**config.mk**
```make
export PLATFORM = sky130hd
export DESIGN_NAME = aud_rec_writer
export DESIGN_NICKNAME = d
export VERILOG_FILES = /design/src/rtl/aud_rec_writer.sv
export SDC_FILE = /design/constraint.sdc
export NUM_CORES = 1
export LEC_CHECK = 0
export ABC_AREA = 1
export CORE_MARGIN = 1.5
export CORE_UTILIZATION = 40
export DETAILED_ROUTE_END_ITERATION = 12
export GPL_TIMING_DRIVEN = 0
export HOLD_SLACK_MARGIN = 0.12
export PLACE_DENSITY = 0.58
export SETUP_SLACK_MARGIN = 0.15
export SLEW_MARGIN = 20
export SYNTH_ARGS = -nofsm -noshare
export SYNTH_HDL_FRONTEND = slang
export SYNTH_SLANG_ARGS = --single-unit
```
**constraint.sdc**
```tcl
create_clock -name i_clk -period 2.4 [get_ports i_clk]
set_input_delay 0.24 -clock i_clk [delete_from_list [all_inputs] [get_ports i_clk]]
set_output_delay 0.24 -clock i_clk [all_outputs]
set_load 0.02 [all_outputs]
```
**src/rtl/aud_rec_writer.sv**
```systemverilog
// rtl/aud_rec_writer.sv - ADC sample recorder with optional decimation into external SRAM
module aud_rec_writer #(
  parameter int                 ADDR_W   = 20,
  parameter int                 DATA_W   = 16,
  parameter logic [ADDR_W-1:0]  MAX_ADDR = 20'hFFFFF
) (
  input  logic              i_clk,
  input  logic              i_rst,
  input  logic              i_start,
  input  logic              i_pause,
  input  logic              i_stop,
  input  logic [1:0]        i_decim,
  input  logic [ADDR_W-1:0] i_start_addr,
  input  logic              i_adc_valid,
  input  logic [DATA_W-1:0] i_adc_data,
  output logic [ADDR_W-1:0] o_sram_addr,
  output logic [DATA_W-1:0] o_sram_data,
  output logic              o_sram_we,
  output logic              o_recording,
  output logic              o_done,
  output logic [ADDR_W:0]   o_len
);

  // Up to 8 samples are summed, so three guard bits keep the sum exact.
  localparam int ACC_W = DATA_W + 3;

  typedef enum logic [2:0] {S_IDLE, S_REC, S_WRITE, S_PAUSE, S_DONE} state_t;

  state_t                   r_state, w_next;
  logic [ADDR_W-1:0]        r_addr;
  logic [DATA_W-1:0]        r_data;
  logic [ADDR_W:0]          r_len;
  logic signed [ACC_W-1:0]  r_acc;
  logic [2:0]               r_cnt;
  logic [1:0]               r_decim;
  // A group that completes during the WRITE cycle is parked here and written
  // from the following REC cycle, so the write strobe never runs back to back.
  logic                     r_pend;
  logic [DATA_W-1:0]        r_pend_data;

  logic [1:0]               w_decim;
  logic [2:0]               w_cnt_last;
  logic                     w_last;
  logic signed [ACC_W-1:0]  w_sext;
  logic signed [ACC_W-1:0]  w_sum;
  logic signed [ACC_W-1:0]  w_avg;
  logic                     w_at_max;
  logic                     w_unused;

  // Decimation factor is latched at the first sample of each group.
  assign w_decim  = (r_cnt == 3'd0) ? i_decim : r_decim;
  assign w_sext   = {{3{i_adc_data[DATA_W-1]}}, i_adc_data};
  assign w_sum    = r_acc + w_sext;
  assign w_avg    = w_sum >>> w_decim;
  assign w_last   = (r_cnt == w_cnt_last);
  assign w_at_max = (r_addr == MAX_ADDR);
  assign w_unused = &{1'b0, w_avg[ACC_W-1:DATA_W]};

  // Last counter value of a group for the active decimation factor.
  always_comb begin
    w_cnt_last = 3'd0;
    case (w_decim)
      2'd0: w_cnt_last = 3'd0;
      2'd1: w_cnt_last = 3'd1;
      2'd2: w_cnt_last = 3'd3;
      default: w_cnt_last = 3'd7;
    endcase
  end

  // Next-state logic; a pending or completing word outranks the control inputs in REC.
  always_comb begin
    w_next = r_state;
    case (r_state)
      S_IDLE, S_DONE: if (i_start) w_next = S_REC;
      S_REC: begin
        if (r_pend || (i_adc_valid && w_last)) w_next = S_WRITE;
        else if (i_stop)                       w_next = S_IDLE;
        else if (i_pause)                      w_next = S_PAUSE;
      end
      S_WRITE: begin
        if (w_at_max)     w_next = S_DONE;
        else if (i_stop)  w_next = S_IDLE;
        else if (i_pause) w_next = S_PAUSE;
        else              w_next = S_REC;
      end
      S_PAUSE: begin
        if (i_stop)       w_next = S_IDLE;
        else if (i_start) w_next = S_REC;
      end
      default: w_next = S_IDLE;
    endcase
  end

  // State register.
  always_ff @(posedge i_clk) begin
    if (i_rst) r_state <= S_IDLE;
    else       r_state <= w_next;
  end

  // Datapath: accumulation, write data/address and recorded length.
  always_ff @(posedge i_clk) begin
    if (i_rst) begin
      r_addr      <= '0;
      r_data      <= '0;
      r_len       <= '0;
      r_acc       <= '0;
      r_cnt       <= '0;
      r_decim     <= '0;
      r_pend      <= 1'b0;
      r_pend_data <= '0;
    end else begin
      case (r_state)
        S_IDLE, S_DONE: begin
          if (i_start) begin
            r_addr <= i_start_addr;
            r_len  <= '0;
            r_acc  <= '0;
            r_cnt  <= '0;
            r_pend <= 1'b0;
          end
        end
        S_REC, S_WRITE: begin
          if (i_adc_valid) begin
            r_decim <= w_decim;
            if (w_last) begin
              r_acc <= '0;
              r_cnt <= '0;
            end else begin
              r_acc <= w_sum;
              r_cnt <= r_cnt + 3'd1;
            end
          end
          if (r_state == S_WRITE) begin
            r_len <= r_len + 1'b1;
            if (!w_at_max) r_addr <= r_addr + 1'b1;
            if (i_adc_valid && w_last) begin
              r_pend      <= 1'b1;
              r_pend_data <= w_avg[DATA_W-1:0];
            end
          end else if (r_pend) begin
            r_data <= r_pend_data;
            r_pend <= i_adc_valid && w_last;
            if (i_adc_valid && w_last) r_pend_data <= w_avg[DATA_W-1:0];
          end else if (i_adc_valid && w_last) begin
            r_data <= w_avg[DATA_W-1:0];
          end
        end
        default: ;
      endcase
    end
  end

  assign o_sram_addr = r_addr;
  assign o_sram_data = r_data;
  assign o_sram_we   = (r_state == S_WRITE);
  assign o_recording = (r_state == S_REC) || (r_state == S_WRITE);
  assign o_done      = (r_state == S_DONE);
  assign o_len       = r_len;

endmodule

```
==> metrics.txt <==
outcome=finished clean; dominant combinational cell family by area after synthesis=simple AND/OR/NAND/NOR gates; maxcap violations=0; post-synth design cell area=6730 um2; DIE AREA=17600 um2; total length of routed wires=20.0 mm; slowest stage delay, CP=0.41 ns; core outline area=16500 um2; count of vias placed by the detailed router=7078; die outline width=133 um; Filler Cell Count=1715; number of setup violations in the final report=0; count of flip-flops with a built-in enable after synthesis=0; HPWL after DPL=15.1 mm; simple logic cell fraction of the synthesized area=0.377; Post-Syn Area per Cell=6.23 um2; Port Buffers=102; xor/xnor cell area share of the yosys netlist=0.0376; capture instance of the worst register-to-register path=o_sram_data[5]$_SDFFE_PP0P_; Hold Fails Final Rpt=0; count of cells along the worst hold path=4; Highest Clock Rate=453 MHz; post-CTS clock slew at the launch and capture registers of the worst setup and hold paths=0.08 ns; Root Buffer=sky130_fd_sc_hd__clkbuf_16; sw power=1.79 mW; clock share of power=0.308; hold_sp=i_rst; Clock Latency Late Sink=0.36 ns; fin nets=1264; switching part of the total=0.371; Post-Syn Instances=1080; I/O pin count=104; classification of the worst setup path=register to register; CTS Buf Count=9; Post-Place Cell Area=8020 um2; startpoint type of the worst setup path=register; Fin Clk Skew=0.0111 ns; Worst R2R Path Depth=15; slew margin rel.=0.597; Std-Cell Rows=47; cells along the critical path=ha_4, fa_2, nand2_2, inv_2, nand2_2, nand2_2, nand2_2, nand2_4, or2_4, nand3_2, nand2_2, o21ai_4, nor2_1, nor2_1, nor2_1; Vias per Instance=4.98; count of TritonRoute iterations in the first routing pass=5; remaining design rule violation count=0; Synth Net Count=1147; crit end category=register; peak supply drop=0.373 mV; height of the chip=133 um; Post-synth top flop=sky130_fd_sc_hd__dfxtp_1; end of the worst hold path=r_pend_data[15]$_SDFFE_PP0P_; multiplexer fraction of the synthesized cell area=0.00149; number of buffers on the longest clock path=2; antenna violations before repair=0; Power Density=562 nW/um2; transition time of the tightest slew-check pin=0.605 ns; Static Leak=3.87 nW; final slew viol count=0; worst-path cell with the longest stage delay=sky130_fd_sc_hd__fa_2; launching point of the worst reg2reg path=r_acc[0]$_SDFFE_PP0P_; combinational fraction of design power=0.304; largest net degree at the start of global routing=19; class of the worst hold path=primary input to register; fraction of the cycle the final worst path needs=0.919; origin of the worst setup path=r_acc[0]$_SDFFE_PP0P_; final estimated routing congestion in global placement=0.866; initial core utilization=0.407; Synth Area in Adders=0.0439; Yosys warning total=0; async set or reset register ratio after synthesis=0; total inserted antenna cells=0; Buffers & Inverters on Critical Path=1; clock period minus worst slack=2.21 ns; sequential power share=0.388; final instance area=8580 um2; delay-heaviest family, CP=simple AND/OR/NAND/NOR gates; final core area utilization=0.519; Total Routing Usage GR=0.229; post-synth cell types=44; Seq/Total Area, Yosys=0.301; share of the synthesized area in compound gates (AO/OA/AOI/OAI)=0.135; antenna-violating nets left=0; setup repair after global routing missed its margin=true; GRT overflow=0; area growth from synthesis to final layout=27.5%; Most common cell on crit path=sky130_fd_sc_hd__nand2_2; Worst Path Max Fanout=4; clk sink count=101; CP arrival=2.47 ns; DRC violation total after the first TritonRoute iteration=411; Crit path required time=2.66 ns; TritonCTS clock tree=yes; first-pass GRT wire length=32.6 mm; Post-CTS Hold Fix Bufs=0; routed len/inst=14.1 um; number of register bits inferred by synthesis=101; number of H-tree levels=3; internal power summed over all cells=3.03 mW; proportion of layout cells with a drive suffix above 1=0.107; via count of the first global-routing pass=6447; FF-to-FF setup slack=0.19 ns
stage by stage:
step	setup slack (ns)	hold WS [ns]	TNS, ns	cells	power, mW
floorplan	0.235	0.401	0	1080	2.77
finish	0.193	0.332	0	1422	4.82
CTS	0.0871	0.330	0	1418	4.76
detailed placement	-0.660	0.464	-9.29	1402	3.27
global placement	-0.658	0.458	-9.73	1402	3.27
global route	0.0522	0.363	0	1422	5.09
layout make-up:
class | instances | area [um2] | share of cell area
repair buffers | 106 | 1050 | 0.123
clock inverters | 7 | 58.8 | 0.00686
well taps | 220 | 275 | 0.0321
flip-flops and latches | 101 | 2030 | 0.237
plain buffers | 37 | 206 | 0.0241
multi-input cells | 807 | 4210 | 0.491
clock buffers | 9 | 225 | 0.0263
inverters | 135 | 520 | 0.0607
flip-flops by register name, indices dropped and copies added (netlist names):
register	cells
r_state	3
r_pend_data	16
o_sram_data	16
o_len	21
r_cnt	3
r_acc	19
r_pend	1
r_decim	2
o_sram_addr	20
worst reg2reg max path: cells and delay by family, from the launching register on:
family,cells,cell delay [ns]
AOI/OAI and AO/OA,1,0.16
adders and majority gates,2,0.57
buffers and inverters,1,0.04
DFF,1,0.34
and+or+nand+nor,11,0.98
power groups by stage:
stage	logic (mW)	registers, mW	clock network, mW
5_1_grt	1.62	1.89	1.58
4_1_cts	1.38	1.87	1.51
3_5_place_dp	1.37	1.91	0
6_report	1.46	1.87	1.49
2_1_floorplan	0.809	1.96	0
3_3_place_gp	1.37	1.91	0
cell usage after synthesis, types with 3 or more instances:
| master | n | share of area |
|---|---|---|
| sky130_fd_sc_hd__inv_2 | 8 | 0.0045 |
| sky130_fd_sc_hd__nand2_1 | 327 | 0.18 |
| sky130_fd_sc_hd__nor3_2 | 3 | 0.0045 |
| sky130_fd_sc_hd__o211ai_1 | 3 | 0.0033 |
| sky130_fd_sc_hd__a31oi_1 | 8 | 0.0074 |
| sky130_fd_sc_hd__a211oi_1 | 3 | 0.0033 |
| sky130_fd_sc_hd__nor3_1 | 18 | 0.013 |
| sky130_fd_sc_hd__nand2_4 | 4 | 0.0067 |
| sky130_fd_sc_hd__nor4_1 | 3 | 0.0028 |
| sky130_fd_sc_hd__xnor2_1 | 4 | 0.0052 |
| sky130_fd_sc_hd__inv_1 | 124 | 0.069 |
| sky130_fd_sc_hd__a21o_1 | 3 | 0.0033 |
| sky130_fd_sc_hd__o21ai_0 | 57 | 0.042 |
| sky130_fd_sc_hd__ha_1 | 22 | 0.041 |
| sky130_fd_sc_hd__nor2_1 | 103 | 0.057 |
| sky130_fd_sc_hd__buf_4 | 3 | 0.0033 |
| sky130_fd_sc_hd__nand3_1 | 93 | 0.069 |
| sky130_fd_sc_hd__nand4_1 | 17 | 0.016 |
| sky130_fd_sc_hd__nor2_4 | 4 | 0.0067 |
| sky130_fd_sc_hd__nand3b_1 | 3 | 0.0033 |
| sky130_fd_sc_hd__o21ai_1 | 7 | 0.0052 |
| sky130_fd_sc_hd__dfxtp_1 | 101 | 0.30 |
| sky130_fd_sc_hd__buf_2 | 5 | 0.0037 |
| sky130_fd_sc_hd__nand2_2 | 3 | 0.0028 |
| sky130_fd_sc_hd__or2_2 | 6 | 0.0056 |
| sky130_fd_sc_hd__a21oi_1 | 80 | 0.060 |
| sky130_fd_sc_hd__clkbuf_1 | 22 | 0.012 |
| sky130_fd_sc_hd__buf_6 | 5 | 0.0084 |
| sky130_fd_sc_hd__xor2_1 | 23 | 0.030 |
worst max-delay path by stage:
stage	end	cells past startpoint	slack, ns
after floorplan	o_sram_data[5]$_SDFFE_PP0P_	15	0.23
after global placement	o_sram_data[5]$_SDFFE_PP0P_	16	-0.66
after detailed placement	o_sram_data[5]$_SDFFE_PP0P_	16	-0.66
after CTS	o_sram_data[5]$_SDFFE_PP0P_	16	0.09
after global routing	o_sram_data[5]$_SDFFE_PP0P_	15	0.05
final	o_sram_data[5]$_SDFFE_PP0P_	15	0.19
logic make-up after synthesis:
kind of cell | after synthesis
simple gates | 588
buf+inv | 172
compound gates | 167
flops | 101
xor+xnor | 28
fa+ha+maj | 23
mux | 1
layout by cell type (no fill, tap or decap), types with 14 or more instances in the layout:
cell / netlist / final
sky130_fd_sc_hd__a21oi_1: 80 / 78
sky130_fd_sc_hd__clkbuf_1: 22 / 19
sky130_fd_sc_hd__clkdlybuf4s50_1: 0 / 100
sky130_fd_sc_hd__dfxtp_1: 101 / 97
sky130_fd_sc_hd__ha_1: 22 / 14
sky130_fd_sc_hd__inv_1: 124 / 121
sky130_fd_sc_hd__nand2_1: 327 / 310
sky130_fd_sc_hd__nand2_2: 3 / 18
sky130_fd_sc_hd__nand3_1: 93 / 81
sky130_fd_sc_hd__nand3_2: 2 / 14
sky130_fd_sc_hd__nand4_1: 17 / 17
sky130_fd_sc_hd__nor2_1: 103 / 100
sky130_fd_sc_hd__nor3_1: 18 / 17
sky130_fd_sc_hd__o21ai_0: 57 / 54
sky130_fd_sc_hd__xor2_1: 23 / 22
what timing repair did:
action	in CTS	in global routing
gates resized for setup	12	69
setup buffers	0	4
setup endpoints to repair	39	73
pin swaps	1	18
per-layer routing:
metal | wire length (um) | GRT usage
met2 | 8840 | 0.365
met1 | 10200 | 0.324
met4 | 212 | 0.0549
met5 | 0 | 0
met3 | 801 | 0.0352
Note: power is estimated with default switching activity, not from simulation.
